File: src/rtl/sprite_mem_loader_pkg.sv
// Shared constants and state encoding for the sprite memory loader.
package sprite_mem_loader_pkg;

    localparam int DEFAULT_DEPTH      = 32;
    localparam int DEFAULT_ADDR_WIDTH = 5;
    localparam int DEFAULT_DATA_WIDTH = 8;
    localparam int CHECKSUM_WIDTH     = 8;

    typedef enum logic [1:0] {
        ST_IDLE   = 2'd0,
        ST_LOAD   = 2'd1,
        ST_VERIFY = 2'd2,
        ST_DONE   = 2'd3
    } state_e;

endpackage

File: src/rtl/xor_checksum.sv
// Byte-wise XOR accumulator with synchronous clear; clear wins over enable.
module xor_checksum
    import sprite_mem_loader_pkg::*;
#(
    parameter int DATA_WIDTH = DEFAULT_DATA_WIDTH
) (
    input  logic                      clk,
    input  logic                      rst,
    input  logic                      clear,
    input  logic                      enable,
    input  logic [DATA_WIDTH-1:0]     byte_in,
    output logic [CHECKSUM_WIDTH-1:0] acc
);

    logic [CHECKSUM_WIDTH-1:0] acc_q, acc_d;

    always_comb begin
        acc_d = acc_q;
        if (clear) begin
            acc_d = '0;
        end else if (enable) begin
            acc_d = acc_q ^ CHECKSUM_WIDTH'(byte_in);
        end
    end

    always_ff @(posedge clk or posedge rst) begin
        if (rst) begin
            acc_q <= '0;
        end else begin
            acc_q <= acc_d;
        end
    end

    assign acc = acc_q;

endmodule

File: src/rtl/sprite_mem_loader.sv
// Streams DEPTH bytes into sprite memory, optionally reads them back and compares XOR checksums.
// Readback verification is built only when SPRITE_MEM_LOADER_VERIFY_EN is defined.
module sprite_mem_loader
    import sprite_mem_loader_pkg::*;
#(
    parameter int DEPTH      = DEFAULT_DEPTH,
    parameter int ADDR_WIDTH = DEFAULT_ADDR_WIDTH,
    parameter int DATA_WIDTH = DEFAULT_DATA_WIDTH
) (
    input  logic                  i_Clk,
    input  logic                  i_Reset,
    input  logic                  i_Start,
    input  logic                  i_Byte_Valid,
    input  logic [DATA_WIDTH-1:0] i_Byte_Data,
    output logic                  o_Byte_Ready,
    output logic                  o_write_en,
    output logic [ADDR_WIDTH-1:0] o_write_addr,
    output logic [DATA_WIDTH-1:0] o_write_data,
    output logic                  o_read_en,
    output logic [ADDR_WIDTH-1:0] o_read_addr,
    input  logic [DATA_WIDTH-1:0] i_read_data,
    output logic                  o_Busy,
    output logic                  o_Done,
    output logic                  o_Error
);

    localparam int CNT_W = $clog2(DEPTH + 1);
    localparam logic [CNT_W-1:0] LAST_IDX  = CNT_W'(DEPTH - 1);

    state_e                  state_q, state_d;
    logic [ADDR_WIDTH-1:0]   addr_q, addr_d;
    logic [CNT_W-1:0]        hs_cnt_q, hs_cnt_d;
    logic                    ready_q, ready_d;
    logic                    wr_en_q, wr_en_d;
    logic [ADDR_WIDTH-1:0]   wr_addr_q, wr_addr_d;
    logic [DATA_WIDTH-1:0]   wr_data_q, wr_data_d;
    logic                    busy_q, busy_d;
    logic                    done_q, done_d;
    logic                    error_q, error_d;
    logic                    handshake;
    logic                    start_load;
    logic [CHECKSUM_WIDTH-1:0] load_sum;
`ifdef SPRITE_MEM_LOADER_VERIFY_EN
    localparam logic [CNT_W-1:0] DEPTH_CNT = CNT_W'(DEPTH);
    logic                    rd_en_q, rd_en_d;
    logic [ADDR_WIDTH-1:0]   rd_addr_q, rd_addr_d;
    logic [CNT_W-1:0]        rd_cnt_q, rd_cnt_d;
    logic                    rd_valid_q, rd_valid_d;
    logic [CHECKSUM_WIDTH-1:0] rb_sum, rb_sum_next;
`endif

    assign handshake  = i_Byte_Valid && ready_q;
    assign start_load = i_Start && (state_q == ST_IDLE || state_q == ST_DONE);

    xor_checksum #(.DATA_WIDTH(DATA_WIDTH)) u_load_sum (
        .clk     (i_Clk),
        .rst     (i_Reset),
        .clear   (start_load),
        .enable  (handshake),
        .byte_in (i_Byte_Data),
        .acc     (load_sum)
    );

`ifdef SPRITE_MEM_LOADER_VERIFY_EN
    xor_checksum #(.DATA_WIDTH(DATA_WIDTH)) u_readback_sum (
        .clk     (i_Clk),
        .rst     (i_Reset),
        .clear   (start_load),
        .enable  (rd_valid_q && state_q == ST_VERIFY),
        .byte_in (i_read_data),
        .acc     (rb_sum)
    );
    assign rb_sum_next = rb_sum ^ CHECKSUM_WIDTH'(i_read_data);
`endif

    always_comb begin
        state_d   = state_q;
        addr_d    = addr_q;
        hs_cnt_d  = hs_cnt_q;
        ready_d   = ready_q;
        wr_en_d   = 1'b0;
        wr_addr_d = wr_addr_q;
        wr_data_d = wr_data_q;
        error_d   = error_q;
`ifdef SPRITE_MEM_LOADER_VERIFY_EN
        rd_en_d    = 1'b0;
        rd_addr_d  = rd_addr_q;
        rd_cnt_d   = rd_cnt_q;
        rd_valid_d = rd_en_q;
`endif
        case (state_q)
            ST_IDLE, ST_DONE: begin
                if (i_Start) begin
                    state_d  = ST_LOAD;
                    addr_d   = '0;
                    hs_cnt_d = '0;
                    ready_d  = 1'b1;
                    error_d  = 1'b0;
                end
            end
            ST_LOAD: begin
                if (handshake) begin
                    wr_en_d   = 1'b1;
                    wr_addr_d = addr_q;
                    wr_data_d = i_Byte_Data;
                    addr_d    = addr_q + ADDR_WIDTH'(1);
                    hs_cnt_d  = hs_cnt_q + CNT_W'(1);
                    if (hs_cnt_q == LAST_IDX) begin
                        ready_d = 1'b0;
                    end
                end else if (!ready_q) begin
                    // One drain cycle lets the final write strobe out before leaving LOAD.
`ifdef SPRITE_MEM_LOADER_VERIFY_EN
                    state_d  = ST_VERIFY;
                    rd_cnt_d = '0;
`else
                    state_d  = ST_DONE;
`endif
                end
            end
`ifdef SPRITE_MEM_LOADER_VERIFY_EN
            ST_VERIFY: begin
                if (rd_cnt_q != DEPTH_CNT) begin
                    rd_en_d   = 1'b1;
                    rd_addr_d = ADDR_WIDTH'(rd_cnt_q);
                    rd_cnt_d  = rd_cnt_q + CNT_W'(1);
                end else if (rd_valid_q && !rd_en_q) begin
                    error_d = (load_sum != rb_sum_next);
                    state_d = ST_DONE;
                end
            end
`endif
            default: state_d = ST_IDLE;
        endcase
        busy_d = (state_d == ST_LOAD) || (state_d == ST_VERIFY);
        done_d = (state_d == ST_DONE);
    end

    always_ff @(posedge i_Clk or posedge i_Reset) begin
        if (i_Reset) begin
            state_q   <= ST_IDLE;
            addr_q    <= '0;
            hs_cnt_q  <= '0;
            ready_q   <= 1'b0;
            wr_en_q   <= 1'b0;
            wr_addr_q <= '0;
            wr_data_q <= '0;
            busy_q    <= 1'b0;
            done_q    <= 1'b0;
            error_q   <= 1'b0;
`ifdef SPRITE_MEM_LOADER_VERIFY_EN
            rd_en_q    <= 1'b0;
            rd_addr_q  <= '0;
            rd_cnt_q   <= '0;
            rd_valid_q <= 1'b0;
`endif
        end else begin
            state_q   <= state_d;
            addr_q    <= addr_d;
            hs_cnt_q  <= hs_cnt_d;
            ready_q   <= ready_d;
            wr_en_q   <= wr_en_d;
            wr_addr_q <= wr_addr_d;
            wr_data_q <= wr_data_d;
            busy_q    <= busy_d;
            done_q    <= done_d;
            error_q   <= error_d;
`ifdef SPRITE_MEM_LOADER_VERIFY_EN
            rd_en_q    <= rd_en_d;
            rd_addr_q  <= rd_addr_d;
            rd_cnt_q   <= rd_cnt_d;
            rd_valid_q <= rd_valid_d;
`endif
        end
    end

    assign o_Byte_Ready = ready_q;
    assign o_write_en   = wr_en_q;
    assign o_write_addr = wr_addr_q;
    assign o_write_data = wr_data_q;
    assign o_Busy       = busy_q;
    assign o_Done       = done_q;
    assign o_Error      = error_q;

`ifdef SPRITE_MEM_LOADER_VERIFY_EN
    assign o_read_en   = rd_en_q;
    assign o_read_addr = rd_addr_q;
`else
    logic unused_inputs;
    assign unused_inputs = ^{i_read_data, load_sum};
    assign o_read_en     = 1'b0;
    assign o_read_addr   = '0;
`endif

endmodule
File: config.mk
export PLATFORM = sky130hd
export DESIGN_NAME = sprite_mem_loader
export DESIGN_NICKNAME = d
export VERILOG_FILES = /design/src/rtl/sprite_mem_loader_pkg.sv /design/src/rtl/xor_checksum.sv /design/src/rtl/sprite_mem_loader.sv
export SDC_FILE = /design/constraint.sdc
export NUM_CORES = 1
export LEC_CHECK = 0
export CAP_MARGIN = 0
export CORE_ASPECT_RATIO = 1.1
export CORE_MARGIN = 2
export CORE_UTILIZATION = 45
export CTS_BUF_LIST = sky130_fd_sc_hd__clkbuf_8
export CTS_CLUSTER_SIZE = 14
export DETAILED_ROUTE_END_ITERATION = 8
export PLACE_DENSITY = 0.78
export SLEW_MARGIN = 20
export SYNTH_ARGS = -nofsm -noshare
export SYNTH_HDL_FRONTEND = slang
export SYNTH_HIERARCHICAL = 1
export SYNTH_SLANG_ARGS = --single-unit
File: constraint.sdc
create_clock -name i_Clk -period 3.85 [get_ports i_Clk]
set_input_delay 0.385 -clock i_Clk [delete_from_list [all_inputs] [get_ports i_Clk]]
set_output_delay 0.385 -clock i_Clk [all_outputs]
set_load 0.005 [all_outputs]
# Word-level counts from Yosys, hierarchy flattened
# Index checks and enable logic that the tools add are counted.
# W data, S select, Z words.
[op_classes] n_addsub=2 eq_ne=9 mux=16 n_reduce_logical=8
[op_table] operator="$mux W6" n=2
[op_table] operator="$pmux W6 S2" n=1
[op_table] operator="$mux W5" n=2
[op_table] operator="$pmux W5 S2" n=1
[op_table] operator="$add A6 B1 Y6 const B" n=1
[op_table] operator="$eq A2 B2 Y1 const B" n=3
[op_table] operator="$eq A6 B5 Y1 const B" n=1
[op_table] operator="$mux W2" n=3
[op_table] operator="$ne A2 B2 Y1 const B" n=3
[op_table] operator="$add A5 B1 Y5 const B" n=1
[op_table] operator="$mux W1" n=5
[op_table] operator="$eq A2 B1 Y1 const B" n=2
[op_table] operator="$pmux W2 S2" n=1
[op_table] operator="$reduce_and A4 Y1" n=1
[op_table] operator="$reduce_and A3 Y1" n=1
[op_table] operator="$logic_not A2 Y1" n=1
[op_table] operator="$pmux W1 S2" n=1
[op_table] operator="$reduce_and A2 Y1" n=1
[op_table] operator="$reduce_bool A2 Y1" n=1
[op_table] operator="$reduce_or A2 Y1" n=1
[op_table] operator="$logic_and A1 B1 Y1" n=1
[op_table] operator="$logic_or A1 B1 Y1" n=1
[word_totals] regBits=30 input_bits=20 out_inout_bits=24 word_cells=44

# Depth between registers and ports, before layout
# Gate-level depths: netlist of run 1.
[depth] depth_word=5 depth_mapped=7

# Worst setup path after synthesis of run 1
# Ideal clock, no wire load.
[synth_path] path_type="register -> register" start="reg state_q[1]" end="reg wr_data_q[0], in the netlist o_write_data[0]" t_arrival_ns=1.558 t_required_ns=3.725 path_slack_ns=2.167 path_stages_with_launch=8 path_cell_list="dfrtp_1 > inv_1 > ha_1 > clkbuf_2 > nand3_1 > inv_1 > buf_2 > mux2_2"
[synth_between] elab_chain_len=2
[synth_lines] element="start, declared" line="sprite_mem_loader.sv:30" text="state_e state_q, state_d;"
[synth_lines] element="start signal, assigned" line="sprite_mem_loader.sv:158" text="state_q <= state_d;"
[synth_lines] element="$eq A2 B1 Y1" line="sprite_mem_loader.sv:91" text="case (state_q)"
[synth_lines] element="$reduce_and A2 Y1 (no line)"
[synth_lines] element="end signal, assigned" line="sprite_mem_loader.sv:164" text="wr_data_q <= wr_data_d;"
[synth_lines] element="end, declared" line="sprite_mem_loader.sv:36" text="logic [DATA_WIDTH-1:0] wr_data_q, wr_data_d;"
# Every way passes these cells.
# A chain may end at the register's enable or synchronous reset.

# Worst setup path after layout of run 1
[layout_path] start="reg state_q[1]" end="reg hs_cnt_q[1]"
[layout_between] elab_chain_len=4 elab_cells_between_ends=9 cone_classes="eq/ne (4); mux (1); reduce/logical (4)"
[layout_lines] element="$eq A2 B2 Y1 or $logic_not A2 Y1 (tied branches)" line="sprite_mem_loader.sv:91"
[layout_lines] element="$reduce_or A2 Y1" line="sprite_mem_loader.sv:91"
[layout_lines] element="$ne A2 B2 Y1 (no line) or $reduce_bool A2 Y1 (tied branches)"
[layout_lines] element="$reduce_and A3 Y1 (no line)"
[layout_lines] element="end signal, assigned" line="sprite_mem_loader.sv:160" text="hs_cnt_q <= hs_cnt_d;"
[layout_lines] element="end, declared" line="sprite_mem_loader.sv:32" text="logic [CNT_W-1:0] hs_cnt_q, hs_cnt_d;"
# Several ways; a longest one is shown, not always the timed one.

==> summary.md, run 1 <==
The number of global-route vias before repair came out at 993. The multi-input gate area in the final layout came out at 588 um^2. The run gives 1570 ps as the placement-stage worst setup slack.

After synthesis the cells add up to 1420 um^2. The maximum fanout along the worst path is 11. The number of buffer and inverter instances along the worst setup path was 2; the final routed wirelength across all metal layers was 2.52 mm.

The post-synthesis share of cell area spent on full adders, half adders and majority gates was 0.0528; the final non-filler cell total was 188. The largest delay contributor family on the critical path is compound AO/OA/AOI/OAI gates. The logs give 290 ps for the clock insertion delay at the later pin of the skew report and 3630 um^2 for the area of the die. Routability-driven placement finished with a final weighted congestion of 0.712. TritonCTS built the clock tree. The top cell types in the final layout, fill and taps aside, are 30 x dfrtp_1, 28 x clkdlybuf4s50_1, 13 x mux2_2, 9 x o21ai_0.

The cell sitting at the root of the clock tree is a clkbuf_8. The number of cells traversed by the worst register-to-register path is 6. At the pin with the least slew margin, the transition time is 915 ps. The share of the clock period used by the worst path was 0.573; the area inside the core boundary was 3020 um^2. For this run, the number of Yosys warnings is 6.

Shortest clock period the worst path allows after layout: 2210 ps. The worst setup path is launched from a flop. The leakage power of the design came out at 0.802 nW. In this run the deepest clock path goes through 2 buffers.

The worst vdd rail ir drop came out at 554 uV. The synthesized netlist contains 29 unique library cells. The logs give 21 for the number of rows created at floorplan and 1640 ps for the final critical-path setup slack. Summed over all layers, the global routing overflow is 0. The post-route worst hold slack was 498 ps; the count of antenna-violating nets left after detailed routing was 0.

STA classifies the critical path endpoint as a flop. Summed over all failing endpoints, the final setup total negative slack is 0 ps. Dividing the synthesized area by the synthesized cell count gives 11.5 um^2. The die outline width was 57.6 um.

The first global-routing pass estimated 4.48 mm of wire. Summing over every cut layer, the via total after detailed routing is 1003. In the routed layout, each cell is associated on average with a via count of 5.34. Counting buffers and inverters, the worst setup path is 6 cells deep.

The run gives 0.388 as the headroom to the max-slew limit. The tools report the count of inserted antenna diode cells as 0. Number of fillers in the final layout: 255.

Required arrival time at the worst endpoint: 4040 ps. The final layout contains 179 nets. The tools report the final count of negative-setup-slack endpoints as 0. For the number of hold-repair buffers added at the cts stage, the log shows 0. The critical path startpoint is state_q[1].

Post-synthesis xor/xnor area fraction: 0. The run gives 0.471 as the initial standard-cell utilization of the core. The tools report the endpoint of the worst-slack reg-to-reg timing path as hs_cnt_q[1].

For the highest clock frequency the design can meet, the log shows 0.453 GHz. Summed over all nets, the half-perimeter wirelength after detailed placement is 1.78 mm. The tools report the first-pass iteration count of the detailed router as 4. For the worst setup path, the data arrival time is 2390 ps. Total of flip-flops plus latches after synthesis: 30. For the pin count of the biggest net entering global routing, the log shows 31.

Vertical die dimension: 63.0 um. After detailed placement, the design holds a cell count of 180. Following the worst setup path forward leads to its endpoint at hs_cnt_q[1]. The tools report the count of final hold-check violations as 0. Dividing the detail-routed wire length by the instance count gives 13.4 um. The largest stage delay on the critical path works out to 420 ps. The worst register-to-register path begins at state_q[1]. The slowest cell on the critical path was inv_1. Type of the setup path with the least slack: reg -> reg. By area the synthesized netlist is led by dfrtp_1 53%, mux2_2 10%, ha_1 5.3%. After detailed routing, the number of remaining DRC violations is 0. By instance count, the cell type seen most on the critical path is inv_1. The share of cells above drive strength 1 works out to 0.149. The run finished with clean final reports.

The post-cts sizing count is 0, and the number of clock sinks is 30. The logs give 0 for the number of antenna violations at the first check in global routing and 22 for the DRC marker count from the first detailed-route iteration. The clock tree synthesis step divided the H-tree into 2 levels.

The critical path goes through inv_1 > ha_1 > nand3_1 > inv_1 > o21ai_0 > a221oi_1. The biggest area consumer among synthesized cells is dfrtp_1. Setup repair after global routing left no endpoint under its margin. The logs give 7.94 ps for the final setup skew and 0 for the setup fix buffers added after clock tree synthesis.

The post-layout utilization of the core is 0.598, and the clock slew at the register clock pins of the worst setup and hold paths is 70 ps. Max-cap violations in this run came to 0. Type of the most critical hold path: in -> async.

The largest family of logic cells by synthesized area was multiplexers. The logs give 1640 ps for the worst-case register-to-register setup slack and 751 um^2 for the area of all sequential standard cells. The area added between synthesis and finish is 26.9%, and the post-synthesis compound-gate area fraction is 0.104. 44 I/O pins were placed. The library cell used most frequently in the layout, excluding fill and tap cells, is dfrtp_1. The port buffer count is 28, and the number of buffers inserted during clock tree synthesis is 5. Dividing total power by cell area gives a power density of 836 nW/um^2. The final number of max-transition violations is 0.

Post-synthesis mux area share: 0.131. The global router's overall resource usage was 0.161. The sequential fraction of the synthesis area was 0.528; the portion of synthesized cell area occupied by the leading cell type was 0.528. The share of synthesized cell area in and, or, nand and nor gates was 0.105. The number of instances in the synthesized netlist came out at 124.
-- layer usage --
layer | global-route usage | up-vias | part of all wire
li1 | - | 482 | -
met1 | 0.194 | 472 | 0.42
met2 | 0.249 | 42 | 0.46
met3 | 0.0683 | 7 | 0.10
met4 | 0.0727 | 0 | 0.021
met5 | 0 | - | 0
-- registers in the layout (all words and copies together), names as in the netlist, 2 cells and up --
name and cells:
o_write_addr 5, o_write_data 8, hs_cnt_q 6, addr_q 5, state_q 2
-- report_power, final --
group	switching, mW	internal (mW)	total, mW
clock network	0.115	0.180	0.295
logic	0.293	0.358	0.651
registers	0.0973	0.465	0.562
total	0.505	1.00	1.51
-- cell families (layout without fill, tap and decap cells) --
logic type                 count (synthesis)  in the layout
other                                      1              7
muxes                                     17             17
adders and majority gates                  6              6
buffers and inverters                     21             45
DFF                                       30             30
and+or+nand+nor                           26             26
AOI/OAI and AO/OA                         23             23
-- area by class of cell --
class	instances	area share
tap	34	0.0236
clock buffer	8	0.0610
timing repair buffer	28	0.155
inverter	9	0.0187
sequential	30	0.416
multi-input combinational	79	0.326
-- synth_stat cells, drive strengths merged --
cell type  instances
a21boi             4
a21oi              2
a221oi             1
buf               10
clkbuf             2
conb               1
dfrtp             30
ha                 6
inv                9
mux2              13
mux2i              4
nand2              6
nand2b             3
nand3              5
nand3b             1
nand4              1
nand4b             1
nor2b              1
nor3               2
nor3b              2
nor4               1
o21ai              9
o22ai              1
o311ai             1
o31ai              4
o41ai              1
or4                3
-- worst register-to-register path, stage by stage (launching register included) --
cell	delay, ps
dfrtp_1	410
inv_1	100
ha_1	310
nand3_1	320
inv_1	420
o21ai_0	230
a221oi_1	320
-- worst min path at each step --
stage | depth (start not counted) | start | end
final | 2 | i_Reset | o_write_data[5]
after global routing | 1 | o_write_data[3] | o_write_data[3]
after CTS | 1 | o_write_addr[1] | o_write_addr[1]
after detailed placement | 1 | o_write_addr[1] | o_write_addr[1]
after global placement | 1 | o_write_data[4] | o_write_data[4]
after floorplan | 1 | i_Reset | addr_q[0]
-- metrics by stage --
stage,area [um^2],power [mW]
after detailed placement,1690,1.22
final,1810,1.51
after floorplan,1450,0.967
after global routing,1810,1.64
after CTS,1800,1.52
after global placement,1690,1.19
(Power assumes the default switching activity.)
==> inputs of run 2 (changes only) <==
clock period = 2.04 ns   (was 3.85 ns; I/O delays follow)
==> summary.md, run 2 (synthesis results as in run 1) <==
The slowest cell on the critical path is or4_1 (was inv_1). The share of the clock period used by the worst path was 0.928 (was 0.573); the count of antenna-violating nets left after detailed routing was 0 (unchanged). The most common library cell in the layout ignoring fill and taps is dfrtp_1 (unchanged).

Type of the most critical hold path: in -> async (unchanged). Critical path startpoint: state_q[1] (unchanged). The clock insertion delay at the later pin of the skew report is 280 ps (was 290 ps), and the number of global-route vias before repair is 1048 (was 993).

The port buffer count is 28 (unchanged). The largest buffer count on any clock path was 2 (unchanged); the clock slew at the register clock pins of the worst setup and hold paths was 60 ps (was 70 ps). The number of cells traversed by the worst register-to-register path was 6 (unchanged); the number of hold-repair buffers added at the cts stage was 0 (unchanged).

TritonCTS built the clock tree. The root cell of the clock tree was clkbuf_8 (unchanged). The number of antenna violations at the first check in global routing was 0 (unchanged); the final count of negative-setup-slack endpoints was 0 (unchanged). The number of fillers in the final layout was 262 (was 255). The first-pass iteration count of the detailed router was 4 (unchanged).

Most frequent cells in the layout: 30 x dfrtp_1, 28 x clkdlybuf4s50_1, 13 x mux2_2, 9 x o21ai_0, 8 x inv_1 (was 30 x dfrtp_1, 28 x clkdlybuf4s50_1, 13 x mux2_2, 9 x o21ai_0). The tools report the area of the die as 3630 um^2 (unchanged). Die outline width: 57.6 um (unchanged). The count of H-tree levels built during CTS was 2 (unchanged); the leakage power of the design was 0.810 nW (was 0.802 nW). The power density of the placed cells is 1570 nW/um^2 (was 836 nW/um^2), and the wire length per cell is 14.3 um (was 13.4 um). Type of the setup path with the least slack: reg -> reg (unchanged). The largest stage delay on the critical path came out at 500 ps (was 420 ps). CP cell instances: inv_1 > ha_1 > mux2i_1 > buf_4 > or4_1 > a21boi_1 (was inv_1 > ha_1 > nand3_1 > inv_1 > o21ai_0 > a221oi_1). The flow ran to the end, and the final reports show no timing, DRC or antenna violations. The number of rows created at floorplan was 21 (unchanged); the worst-case register-to-register setup slack was 150 ps (was 1640 ps).

The instance count on the critical path was 6 (unchanged); the count of inserted antenna diode cells was 0 (unchanged). The area inside the core boundary is 3020 um^2 (unchanged). The tools report the final critical-path setup slack as 148 ps (was 1640 ps). The tools report the initial standard-cell utilization of the core as 0.471 (unchanged). The logs give 1037 (was 1003) for the detailed-route via count and 0.747 (was 0.712) for the final estimated routing congestion in global placement. The worst vdd rail ir drop was 906 uV (was 554 uV).

The total negative slack is 0 ps (unchanged). The run gives 185 (was 179) as the net total in the final layout. Number of flip-flops under the largest register name: 8 (unchanged). The run gives 0 (unchanged) as the total congestion overflow after global routing.

The tools report the element type at the critical path end as a flop (unchanged). For the final number of max-transition violations, the log shows 0 (unchanged). The endpoint of the worst-slack reg-to-reg timing path was hs_cnt_q[3] (was hs_cnt_q[1]). The highest clock frequency the design can meet was 0.529 GHz (was 0.453 GHz); the number of clock sinks was 30 (unchanged). The estimated wirelength of the detail-placed design is 2.00 mm (was 1.78 mm), and the shortest clock period the worst path allows after layout is 1890 ps (was 2210 ps). The share of cells above drive strength 1 was 0.165 (was 0.149). The reg-to-reg critical path startpoint was state_q[1] (unchanged). The final setup skew is 5.40 ps (was 7.94 ps), and the placement-stage worst setup slack is 119 ps (was 1570 ps).

Count of unresolved DRC violations after routing: 0 (unchanged). Largest delay contributor family on the critical path: simple AND/OR/NAND/NOR gates (was compound AO/OA/AOI/OAI gates). Signal arrival time at the worst endpoint: 2090 ps (was 2390 ps). Number of buffer and inverter instances along the worst setup path: 2 (unchanged). Post-detailed-route via-to-cell ratio: 5.40 (was 5.34).

Vertical die dimension: 63.0 um (unchanged). The maximum fanout along the worst path is 15 (was 11). Setup repair after global routing left no endpoint under its margin. The run gives 2.75 mm (was 2.52 mm) as the final routed wirelength across all metal layers. Endpoint of the most critical setup path: hs_cnt_q[3] (was hs_cnt_q[1]).

Number of buffers inserted during clock tree synthesis: 5 (unchanged). The global-route wire length before repair is 4.80 mm (was 4.48 mm), and the global router's overall resource usage is 0.177 (was 0.161). For the required arrival time at the worst endpoint, the log shows 2240 ps (was 4040 ps). The tools report the startpoint type of the worst setup path as a flop (unchanged). The I/O pin total is 44 (unchanged). The DRC marker count from the first detailed-route iteration came out at 39 (was 22). The area added between synthesis and finish works out to 28.1% (was 26.9%). The max-cap violation count was 0 (unchanged); the count of final hold-check violations was 0 (unchanged). Pin count of the biggest net entering global routing: 31 (unchanged).
## run 2: stage by stage
step,area (um^2),hold WS [ps],power (mW),util,std cells
after floorplan,1450,295,1.83,-,130
after global placement,1740,488,2.32,0.575,186
after detailed placement,1740,493,2.41,0.575,186
after CTS,1820,305,2.88,0.602,192
after global routing,1820,371,3.09,0.603,192
final,1820,298,2.85,0.603,192
## run 2: area by class of cell
| class | instances | area (um^2) | share of cell area |
|---|---|---|---|
| clock buffer | 6 | 82.6 | 0.0453 |
| inverter | 9 | 37.5 | 0.0206 |
| multi-input combinational | 79 | 584 | 0.321 |
| sequential | 30 | 751 | 0.412 |
| tap | 34 | 42.5 | 0.0233 |
| timing repair buffer | 34 | 325 | 0.178 |
## run 2: how the worst min path moves through the flow
stage	startpoint	slack, ps	cells after the start	to
final	i_Reset	300	3	state_q[1]
after floorplan	i_Reset	290	1	addr_q[0]
after detailed placement	o_write_addr[1]	490	1	o_write_addr[1]
after CTS	i_Reset	310	3	state_q[1]
after global routing	i_Reset	370	3	o_write_data[6]
after global placement	o_write_addr[1]	490	1	o_write_addr[1]
## run 2: timing repair
action / CTS / global route
buffers inserted: 0 / 0
setup endpoints to repair: 0 / 1
resized for setup: 0 / 1
## run 2: worst min-delay path, delay by kind of cell
family	cells	cell delay (ps)
buf+inv	3	780
## run 2: layer usage
metal  vias to the layer above  global-route usage  share of wire
met5                         -                   0              0
met1                       501               0.206           0.42
li1                        492                   -              -
met3                         7              0.0704          0.074
met4                         0              0.0785          0.020
met2                        37               0.284           0.48
## run 2: power by group
| group | switching (mW) | total, mW | leakage, nW | internal (mW) |
|---|---|---|---|---|
| logic | 0.591 | 1.33 | 0.401 | 0.737 |
| registers | 0.191 | 1.07 | 0.366 | 0.878 |
| clock network | 0.198 | 0.457 | 0.0431 | 0.259 |
| total | 0.981 | 2.85 | 0.810 | 1.87 |
